$ cat src/rtl/pipe_pkg.sv
// Shared definitions for pipe_stage_reg: control-bundle bit layout, bubble IR and stage occupancy states.
package pipe_pkg;

    localparam int unsigned CTRL_W = 13;

    localparam int unsigned CTRL_REGDESTS    = 12;
    localparam int unsigned CTRL_REGWRITE    = 11;
    localparam int unsigned CTRL_ALUSRC      = 10;
    localparam int unsigned CTRL_MEMREAD     = 9;
    localparam int unsigned CTRL_MEMWRITE    = 8;
    localparam int unsigned CTRL_MEMTOREG    = 7;
    localparam int unsigned CTRL_BRANCHS     = 6;
    localparam int unsigned CTRL_JUMPS       = 5;
    localparam int unsigned CTRL_ALUCTRL_MSB = 4;
    localparam int unsigned CTRL_ALUCTRL_LSB = 1;

    localparam logic [31:0] NOP_IR = 32'h0000_0000;

    typedef enum logic [1:0] {
        ST_EMPTY = 2'd0,
        ST_HALF  = 2'd1,
        ST_FULL  = 2'd2
    } pipe_state_e;

endpackage

$ cat src/rtl/pipe_entry.sv
// One field-bundle register of the stage; reset > load > bubble clear.
// Bubble clear zeroes ctrl/rd and sets IR to NOP_IR; B and result keep their last value.
module pipe_entry #(
    parameter int unsigned   DATA_W = 32,
    parameter int unsigned   CTRL_W = 13,
    parameter int unsigned   ADDR_W = 5,
    parameter int unsigned   IR_W   = 32,
    parameter logic [IR_W-1:0] NOP_IR = '0
) (
    input  logic              clk,
    input  logic              rst_i,
    input  logic              ld_i,
    input  logic              clr_i,
    input  logic [CTRL_W-1:0] ctrl_i,
    input  logic [IR_W-1:0]   ir_i,
    input  logic [DATA_W-1:0] b_i,
    input  logic [DATA_W-1:0] result_i,
    input  logic [ADDR_W-1:0] rd_i,
    output logic [CTRL_W-1:0] ctrl_o,
    output logic [IR_W-1:0]   ir_o,
    output logic [DATA_W-1:0] b_o,
    output logic [DATA_W-1:0] result_o,
    output logic [ADDR_W-1:0] rd_o
);
    import pipe_pkg::*;

    logic [CTRL_W-1:0] ctrl_q;
    logic [IR_W-1:0]   ir_q;
    logic [DATA_W-1:0] b_q;
    logic [DATA_W-1:0] result_q;
    logic [ADDR_W-1:0] rd_q;

    always_ff @(posedge clk) begin
        if (rst_i) begin
            ctrl_q   <= '0;
            ir_q     <= NOP_IR;
            b_q      <= '0;
            result_q <= '0;
            rd_q     <= '0;
        end else if (ld_i) begin
            ctrl_q   <= ctrl_i;
            ir_q     <= ir_i;
            b_q      <= b_i;
            result_q <= result_i;
            rd_q     <= rd_i;
        end else if (clr_i) begin
            ctrl_q <= '0;
            ir_q   <= NOP_IR;
            rd_q   <= '0;
        end
    end

    assign ctrl_o   = ctrl_q;
    assign ir_o     = ir_q;
    assign b_o      = b_q;
    assign result_o = result_q;
    assign rd_o     = rd_q;

endmodule

$ cat src/rtl/pipe_stage_reg.sv
// Elastic pipeline stage register: valid/ready handshake, one-entry skid buffer, flush-to-bubble.
// Optional PIPE_STAGE_PERF_EN adds saturating stall_cnt/flush_cnt outputs.
module pipe_stage_reg #(
    parameter int unsigned     DATA_W = 32,
    parameter int unsigned     CTRL_W = pipe_pkg::CTRL_W,
    parameter int unsigned     ADDR_W = 5,
    parameter int unsigned     IR_W   = 32,
    parameter logic [IR_W-1:0] NOP_IR = IR_W'(pipe_pkg::NOP_IR)
) (
    input  logic              clk,
    input  logic              reset,
    input  logic              flush,
    input  logic              in_valid,
    output logic              in_ready,
    input  logic [CTRL_W-1:0] in_ctrl,
    input  logic [IR_W-1:0]   in_ir,
    input  logic [DATA_W-1:0] in_b,
    input  logic [DATA_W-1:0] in_result,
    input  logic [ADDR_W-1:0] in_rd,
    output logic              out_valid,
    input  logic              out_ready,
    output logic [CTRL_W-1:0] out_ctrl,
    output logic [IR_W-1:0]   out_ir,
    output logic [DATA_W-1:0] out_b,
    output logic [DATA_W-1:0] out_result,
    output logic [ADDR_W-1:0] out_rd
`ifdef PIPE_STAGE_PERF_EN
    ,
    output logic [15:0]       stall_cnt,
    output logic [15:0]       flush_cnt
`endif
);
    import pipe_pkg::*;

    pipe_state_e state_q, state_d;

    logic main_v, skid_v;
    logic in_fire, out_fire;
    logic main_ld, main_from_skid, main_clr, skid_ld;

    logic [CTRL_W-1:0] skid_ctrl, main_ctrl_d;
    logic [IR_W-1:0]   skid_ir, main_ir_d;
    logic [DATA_W-1:0] skid_b, main_b_d;
    logic [DATA_W-1:0] skid_result, main_result_d;
    logic [ADDR_W-1:0] skid_rd, main_rd_d;

    assign main_v    = (state_q != ST_EMPTY);
    assign skid_v    = (state_q == ST_FULL);
    assign in_ready  = !skid_v;
    assign out_valid = main_v;
    assign in_fire   = in_valid & in_ready;
    assign out_fire  = out_valid & out_ready;

    always_ff @(posedge clk) begin
        if (reset) state_q <= ST_EMPTY;
        else       state_q <= state_d;
    end

    always_comb begin
        state_d        = state_q;
        main_ld        = 1'b0;
        main_from_skid = 1'b0;
        skid_ld        = 1'b0;
        unique case (state_q)
            ST_EMPTY: begin
                if (in_fire) begin
                    main_ld = 1'b1;
                    state_d = ST_HALF;
                end
            end
            ST_HALF: begin
                if (in_fire && out_fire) begin
                    main_ld = 1'b1;
                end else if (in_fire) begin
                    skid_ld = 1'b1;
                    state_d = ST_FULL;
                end else if (out_fire) begin
                    state_d = ST_EMPTY;
                end
            end
            ST_FULL: begin
                if (out_fire) begin
                    main_ld        = 1'b1;
                    main_from_skid = 1'b1;
                    state_d        = ST_HALF;
                end
            end
            default: state_d = ST_EMPTY;
        endcase
        // Flush wins over any load, including a same-cycle in_fire.
        if (flush) begin
            state_d = ST_EMPTY;
            main_ld = 1'b0;
            skid_ld = 1'b0;
        end
    end

    // Clearing main whenever it will be empty keeps the bubble outputs purely registered.
    assign main_clr = (state_d == ST_EMPTY);

    always_comb begin
        main_ctrl_d   = in_ctrl;
        main_ir_d     = in_ir;
        main_b_d      = in_b;
        main_result_d = in_result;
        main_rd_d     = in_rd;
        if (main_from_skid) begin
            main_ctrl_d   = skid_ctrl;
            main_ir_d     = skid_ir;
            main_b_d      = skid_b;
            main_result_d = skid_result;
            main_rd_d     = skid_rd;
        end
    end

    pipe_entry #(
        .DATA_W (DATA_W),
        .CTRL_W (CTRL_W),
        .ADDR_W (ADDR_W),
        .IR_W   (IR_W),
        .NOP_IR (NOP_IR)
    ) u_main (
        .clk      (clk),
        .rst_i    (reset),
        .ld_i     (main_ld),
        .clr_i    (main_clr),
        .ctrl_i   (main_ctrl_d),
        .ir_i     (main_ir_d),
        .b_i      (main_b_d),
        .result_i (main_result_d),
        .rd_i     (main_rd_d),
        .ctrl_o   (out_ctrl),
        .ir_o     (out_ir),
        .b_o      (out_b),
        .result_o (out_result),
        .rd_o     (out_rd)
    );

    pipe_entry #(
        .DATA_W (DATA_W),
        .CTRL_W (CTRL_W),
        .ADDR_W (ADDR_W),
        .IR_W   (IR_W),
        .NOP_IR (NOP_IR)
    ) u_skid (
        .clk      (clk),
        .rst_i    (reset),
        .ld_i     (skid_ld),
        .clr_i    (flush),
        .ctrl_i   (in_ctrl),
        .ir_i     (in_ir),
        .b_i      (in_b),
        .result_i (in_result),
        .rd_i     (in_rd),
        .ctrl_o   (skid_ctrl),
        .ir_o     (skid_ir),
        .b_o      (skid_b),
        .result_o (skid_result),
        .rd_o     (skid_rd)
    );

`ifdef PIPE_STAGE_PERF_EN
    logic [15:0] stall_cnt_q, flush_cnt_q;

    // skid_v implies main_v, so main_v alone means "occupied".
    always_ff @(posedge clk) begin
        if (reset) begin
            stall_cnt_q <= '0;
            flush_cnt_q <= '0;
        end else begin
            if (main_v && !out_ready && (stall_cnt_q != '1))
                stall_cnt_q <= stall_cnt_q + 16'd1;
            if (flush && main_v && (flush_cnt_q != '1))
                flush_cnt_q <= flush_cnt_q + 16'd1;
        end
    end

    assign stall_cnt = stall_cnt_q;
    assign flush_cnt = flush_cnt_q;
`endif

endmodule

$ cat config.mk
export PLATFORM = sky130hd
export DESIGN_NAME = pipe_stage_reg
export DESIGN_NICKNAME = d
export VERILOG_FILES = /design/src/rtl/pipe_pkg.sv /design/src/rtl/pipe_entry.sv /design/src/rtl/pipe_stage_reg.sv
export SDC_FILE = /design/constraint.sdc
export NUM_CORES = 1
export LEC_CHECK = 0
export CAP_MARGIN = 15
export CORE_MARGIN = 5
export CORE_UTILIZATION = 30
export DETAILED_ROUTE_END_ITERATION = 10
export GPL_ROUTABILITY_DRIVEN = 0
export PLACE_DENSITY = 0.49
export RECOVER_POWER = 50
export REMOVE_ABC_BUFFERS = 1
export SKIP_LAST_GASP = 1
export SYNTH_ARGS = -nofsm -noshare
export SYNTH_HDL_FRONTEND = slang
export SYNTH_SLANG_ARGS = --single-unit
$ cat constraint.sdc
create_clock -name clk -period 1.95 [get_ports clk]
set_clock_uncertainty 0.2 [all_clocks]
set_input_delay 0.39 -clock clk [delete_from_list [all_inputs] [get_ports clk]]
set_output_delay 0.39 -clock clk [all_outputs]
set_load 0.01 [all_outputs]
# == Word level (Yosys, flattened, before mapping) ==
# Index checks and enable logic that the tools add are counted.
# totals
regBits,230
# classes
reduce_logical,7
mux,33
bitwise,2
n_eq_ne,2
# op_table
op,count
$mux W32,7
$mux W13,5
$mux W5,5
$mux W2,6
$mux W1,8
$pmux W2 S3,1
$reduce_bool A2 Y1,3
$logic_not A2 Y1,2
$pmux W1 S3,1
$and A1 B1 Y1,2
$eq A2 B1 Y1 const B,1
$eq A2 B2 Y1 const B,1
$logic_and A1 B1 Y1,1
$logic_not A1 Y1,1

# == Logic depth before layout (Yosys ltp) ==
# Gate-level depths: netlist (run 1).
# depth
ltp_word,10
ltp_mapped,7

# == Hierarchy ==
# Synthesis (run 1) repeated with hierarchy kept, for this count alone.
# hier_totals
cells_unflattened,1004
area_unflattened_um2,10108.4
# modules_own_cells
mod,cells_each,seq_area_each_um2,area_each_um2,n_inst
pipe_entry,430,2282.2,4227.8,2
pipe_stage_reg,144,40.0,1652.8,1

# == Least setup slack after synthesis (run 1) ==
# OpenSTA, ideal clock, no wires.
# synth_path
path_type,input-to-reg
start,input port flush
end,register u_skid.b_q[13] (netlist: u_skid.b_o[13])
path_slack_ns,0.198
setup_time_ns,0.070
arrival_ns,1.481
cell_stages,7
t_required_ns,1.680
path_buffers,4
cell_sequence,buf_2 buf_2 nand2b_1 buf_2 clkbuf_1 nand2_1 a21oi_1
# synth_via
elab_chain_cells,1
# synth_rtl
element,line,text
"start, declared",pipe_stage_reg.sv:12,"input logic flush,"
$mux W1,pipe_stage_reg.sv:91,if (flush) begin
"end signal, assigned",pipe_entry.sv:43,b_q <= b_i;
"end, declared",pipe_entry.sv:29,logic [DATA_W-1:0] b_q;
# Every way passes these cells.
# A chain may end at the register's enable or synchronous reset.

# == Worst setup path in the final report (run 1) ==
# layout_path
start,register state_q[1]
end,output port out_valid
# layout_via
elab_chain_cells,1
# layout_rtl
element,line,text
"start, declared",pipe_stage_reg.sv:35,"pipe_state_e state_q, state_d;"
"start signal, assigned",pipe_stage_reg.sv:56,else state_q <= state_d;
$reduce_bool A2 Y1,pipe_stage_reg.sv:47,assign main_v = (state_q != ST_EMPTY);
"end, declared",pipe_stage_reg.sv:20,"output logic out_valid,"
# Every way passes these cells.

==> results.sh, run 1 <==
export IMPL_status="finished, final reports clean"
export IMPL_htree_levels=1
export IMPL_first_pass_iters=5
export IMPL_postPlaceCellArea_um2=12190
export IMPL_hp_class="input pin to flip-flop"
export IMPL_drc=0
export IMPL_drive_gt1_share_pct=8.184
export IMPL_synth_cells=1043
export IMPL_cts_buffers=28
export IMPL_via_count=8126
export IMPL_postLayoutCellArea_um2=13050
export IMPL_start_util_pct=30.18
export IMPL_total_power_mw=10.78
export IMPL_cp_start_kind="flip-flop"
export IMPL_ys_seq_area_share_pct=50.14
export IMPL_grt_ovfl_total=0
export IMPL_worstSetupEndpointType="output pin"
export IMPL_crit_chain="or2_2 -> clkbuf_2"
export IMPL_avgSynthCellArea_um2=8.805
export IMPL_grt_setup_unrepaired="true"
export IMPL_yosysWarnings=0
export IMPL_clkSlewWorstSetupHoldPaths_ps=60
export IMPL_leakagePower_nw=5.843
export IMPL_synthTopCellsByArea="dfxtp_1 (50%), mux2i_1 (12%), nand2_1 (7.3%), a21oi_1 (7.0%), or3_1 (4.5%)"
export IMPL_most_common_layout_cells="dfxtp_1 (228), nand2_1 (178), a21oi_1 (129)"
export IMPL_slowest_stage="dfxtp_2"
export IMPL_peakVddDrop_mv=0.5398
export IMPL_whs_ps=237.6
export IMPL_tns_ps=0
export IMPL_portBuffers=234
export IMPL_worstSetupPathType="flip-flop to output pin"
export IMPL_area_delta_synth_final_pct=42.11
export IMPL_clock_fmax_mhz=524.5
export IMPL_pre_cts_ws_ps=-497.8
export IMPL_cts_tree="built"
export IMPL_clock_sinks=230
export IMPL_io_pins=235
export IMPL_die_h_um=185.0
export IMPL_worstPathMaxFanout=5
export IMPL_cp_required_ps=1360
export IMPL_grt_pass1_wl_um=44020
export IMPL_grt_max_degree=139
export IMPL_antenna_left=0
export IMPL_viasPerCell=4.840
export IMPL_synth_area_leader_cell="dfxtp_1"
export IMPL_grtUsageTotal_pct=15.63
export IMPL_rows=64
export IMPL_fin_cells=1679
export IMPL_place_inst=1621
export IMPL_drt_iter0_markers=463
export IMPL_layout_nets=1384
export IMPL_holdPathStages=3
export IMPL_antenna_found_initial=1
export IMPL_wl_per_cell_um=17.32
export IMPL_mostFrequentLayoutCell="dfxtp_1"
export IMPL_clockBufferDepth=3
export IMPL_min_period_ps=1907
export IMPL_ys_ff_latch=230
export IMPL_ff2ff_path_depth=7
export IMPL_drv_cap=0
export IMPL_ff2ff_setup_slack_ps=50
export IMPL_finish_utilization_pct=42.89
export IMPL_slew_headroom_pct=53.18
export IMPL_slew_violations=0
export IMPL_hpwl_um=18050
export IMPL_routed_wl_um=29070
export IMPL_root_buffer="clkbuf_16"
export IMPL_die_area_um2=34210
export IMPL_ys_types=25
export IMPL_worst_slew_pin_slew_ps=702.2
export IMPL_die_w_um=185.0
export IMPL_timing_hold_violations_final=0
export IMPL_clk_latency_ps=530
export IMPL_grt_pass1_vias=7873
export IMPL_syn_area_um2=9184
export IMPL_antenna_cells=0
export IMPL_slowest_delay_ps=340
export IMPL_worstPathArrival_ps=1320
export IMPL_finalWorstSetupSlack_ps=43.45
export IMPL_core_region_area_um2=30430
export IMPL_powerDensity_nw_per_um2=826.1
export IMPL_fin_crit_sh_pct=97.77
export IMPL_synth_top_area_share_pct=50.14
export IMPL_setup_violations=0
[sequential cells by signal (all words and copies together) (netlist names)]
name and flops:
u_main.b_o 32, u_main.ir_o 32, u_main.result_o 32, u_skid.b_o 32, u_skid.ir_o 32, u_skid.result_o 32, u_main.ctrl_o 13, u_skid.ctrl_o 13
u_main.rd_o 5, u_skid.rd_o 5, state_q 2
[metal layers]
| layer | up-vias | track usage (%) | share of wire (%) |
|---|---|---|---|
| li1 | 4059 | - | - |
| met4 | 2 | 2.965 | 1.7 |
| met1 | 3805 | 21.17 | 45 |
| met3 | 40 | 6.049 | 9.3 |
| met2 | 220 | 24.00 | 44 |
| met5 | - | 0 | 0.041 |
[worst max-delay path: cells and delay by family (launching register included)]
| family | cells | cell delay (ps) |
|---|---|---|
| flops | 1 | 340 |
| simple gates | 1 | 310 |
| buf+inv | 1 | 130 |
[kinds of logic after synthesis]
logic type | synth area share, %
compound gates | 17.60
xor+xnor | 0.1908
buf+inv | 5.041
flops | 50.14
mux | 12.43
simple gates | 14.60
[final timing paths]
kind | startpoint | endpoint
setup / recovery | state_q[1] | out_valid
hold / removal | in_result[15] | u_skid.result_o[15]
setup reg to reg | state_q[1] | u_skid.result_o[22]
hold reg to reg | u_main.ir_o[19] | u_main.ir_o[19]
[report_power, final]
group	switching, mW	internal [mW]
clock	1.98	2.96
sequential	0.0534	4.81
combinational	0.484	0.493
total	2.51	8.27
[repair_timing]
action	4_1_cts	5_1_grt
hold endpoints to repair	3	0
gates cloned	0	4
pin swaps	0	1
setup endpoints to repair	116	69
gates resized for setup	118	7
setup buffers	0	4
hold buffers	2	0
[Yosys cell counts]
library cell / n
buf_6: 7
nor3_1: 1
o31a_4: 1
o21ai_1: 70
nor4_2: 1
or3_1: 66
buf_1: 7
clkbuf_1: 53
buf_4: 2
nor2b_1: 2
buf_2: 28
or2_2: 1
o21a_1: 1
inv_1: 1
nand2_1: 178
a22oi_1: 50
dfxtp_1: 230
nand2b_1: 2
and4bb_1: 1
a21oi_1: 129
o21ai_0: 44
xnor2_1: 2
nor2_1: 51
mux2i_1: 114
nand3b_1: 1
[area by class of cell]
| cell class | count | area (um^2) |
|---|---|---|
| clock buffers | 45 | 855.8 |
| repair buffers | 289 | 2927 |
| flip-flops and latches | 230 | 4607 |
| well taps | 396 | 495.5 |
| fillers | 3101 | 17380 |
| clock inverters | 3 | 15.01 |
| multi-input cells | 715 | 4148 |
| inverters | 1 | 3.754 |
No activity file was read; power rests on OpenSTA's default activity.
==> run 2, diff against run 1 <==
Settings changed: CORE_UTILIZATION 30 to 35, PLACE_DENSITY 0.49 to 0.56, SKIP_CTS_REPAIR_TIMING set to 1.
==> results.sh, run 2 (same netlist as run 1, synthesis figures left out) <==
export IMPL_mostFrequentLayoutCell="dfxtp_1"
export IMPL_grt_setup_unrepaired="true"
export IMPL_grtUsageTotal_pct=17.04
export IMPL_clk_latency_ps=520
export IMPL_worstPathMaxFanout=5
export IMPL_setup_violations=0
export IMPL_grt_pass1_vias=7521
export IMPL_drt_iter0_markers=486
export IMPL_clkSlewWorstSetupHoldPaths_ps=60
export IMPL_worst_slew_pin_slew_ps=440.1
export IMPL_cts_tree="built"
export IMPL_first_pass_iters=5
export IMPL_core_region_area_um2=25980
export IMPL_viasPerCell=4.960
export IMPL_htree_levels=1
export IMPL_hpwl_um=17170
export IMPL_status="finished, final reports clean"
export IMPL_root_buffer="clkbuf_16"
export IMPL_layout_nets=1378
export IMPL_drive_gt1_share_pct=8.053
export IMPL_worstPathArrival_ps=1340
export IMPL_clock_fmax_mhz=518.4
export IMPL_fin_cells=1614
export IMPL_postPlaceCellArea_um2=12130
export IMPL_antenna_found_initial=0
export IMPL_clockBufferDepth=3
export IMPL_grt_ovfl_total=0
export IMPL_leakagePower_nw=5.411
export IMPL_io_pins=235
export IMPL_worstSetupEndpointType="output pin"
export IMPL_die_h_um=172.0
export IMPL_fin_crit_sh_pct=98.93
export IMPL_place_inst=1561
export IMPL_cp_required_ps=1360
export IMPL_cp_start_kind="flip-flop"
export IMPL_start_util_pct=35.34
export IMPL_hp_class="input pin to flip-flop"
export IMPL_slew_violations=0
export IMPL_routed_wl_um=27150
export IMPL_rows=59
export IMPL_min_period_ps=1929
export IMPL_worstSetupPathType="flip-flop to output pin"
export IMPL_portBuffers=234
export IMPL_drv_cap=0
export IMPL_die_w_um=172.0
export IMPL_die_area_um2=29580
export IMPL_tns_ps=0
export IMPL_pre_cts_ws_ps=-513.4
export IMPL_antenna_left=0
export IMPL_drc=0
export IMPL_finalWorstSetupSlack_ps=20.96
export IMPL_wl_per_cell_um=16.82
export IMPL_ff2ff_path_depth=6
export IMPL_powerDensity_nw_per_um2=844.7
export IMPL_grt_max_degree=99
export IMPL_antenna_cells=0
export IMPL_holdPathStages=3
export IMPL_cts_buffers=27
export IMPL_area_delta_synth_final_pct=40.46
export IMPL_via_count=8006
export IMPL_grt_pass1_wl_um=41380
export IMPL_clock_sinks=230
export IMPL_most_common_layout_cells="dfxtp_1 (229), nand2_1 (178), a21oi_1 (129)"
export IMPL_postLayoutCellArea_um2=12900
export IMPL_slew_headroom_pct=70.66
export IMPL_timing_hold_violations_final=0
export IMPL_peakVddDrop_mv=0.5442
==> run 2: path summary, 6_finish.rpt <==
check / endpoint / slack [ps] / start
worst max-delay path: out_valid / 20 / state_q[1]
worst min-delay path: u_skid.ir_o[31] / 140 / reset
worst max register to register: u_main.ctrl_o[7] / 60 / state_q[0]
worst min register to register: u_main.ir_o[10] / 250 / u_main.ir_o[10]
==> run 2: final cells by class <==
type / instances / area [um^2]
inverters: 1 / 3.754
clock buffers: 41 / 808.3
repair buffers: 284 / 2821
multi-input cells: 715 / 4148
flip-flops and latches: 230 / 4606
clock inverters: 8 / 93.84
well taps: 335 / 419.2
fillers: 2503 / 13090
==> run 2: per-stage QoR <==
stage | total power [mW] | utilization, % | hold WS, ps
6_report | 10.90 | 49.64 | 143.8
5_1_grt | 11.40 | 49.64 | 126.5
4_1_cts | 11.11 | 50.16 | 133.6
3_5_place_dp | 6.003 | 46.69 | 242.3
3_3_place_gp | 5.999 | 46.69 | 235.6
2_1_floorplan | 5.275 | - | 229.6
==> run 2: power by group <==
group	total, mW	switching [mW]	internal, mW
registers	4.87	0.0577	4.81
logic	0.979	0.484	0.495
clock network	5.05	1.94	3.10
total	10.9	2.49	8.41
==> run 2: critical path, cell delays in order, from the launching register on <==
cell and delay (ps):
dfxtp_2 350, or2_2 300, dlymetal6s2s_1 170
==> run 2: routing by layer <==
| layer | up-vias | track usage (%) | wire length (um) | share of wire (%) |
|---|---|---|---|---|
| li1 | 4045 | - | - | - |
| met1 | 3699 | 25.11 | 13120 | 48 |
| met2 | 226 | 24.62 | 11180 | 41 |
| met3 | 36 | 5.556 | 2496 | 9.2 |
| met4 | 0 | 3.110 | 358 | 1.3 |
| met5 | - | 0 | 0 | 0 |
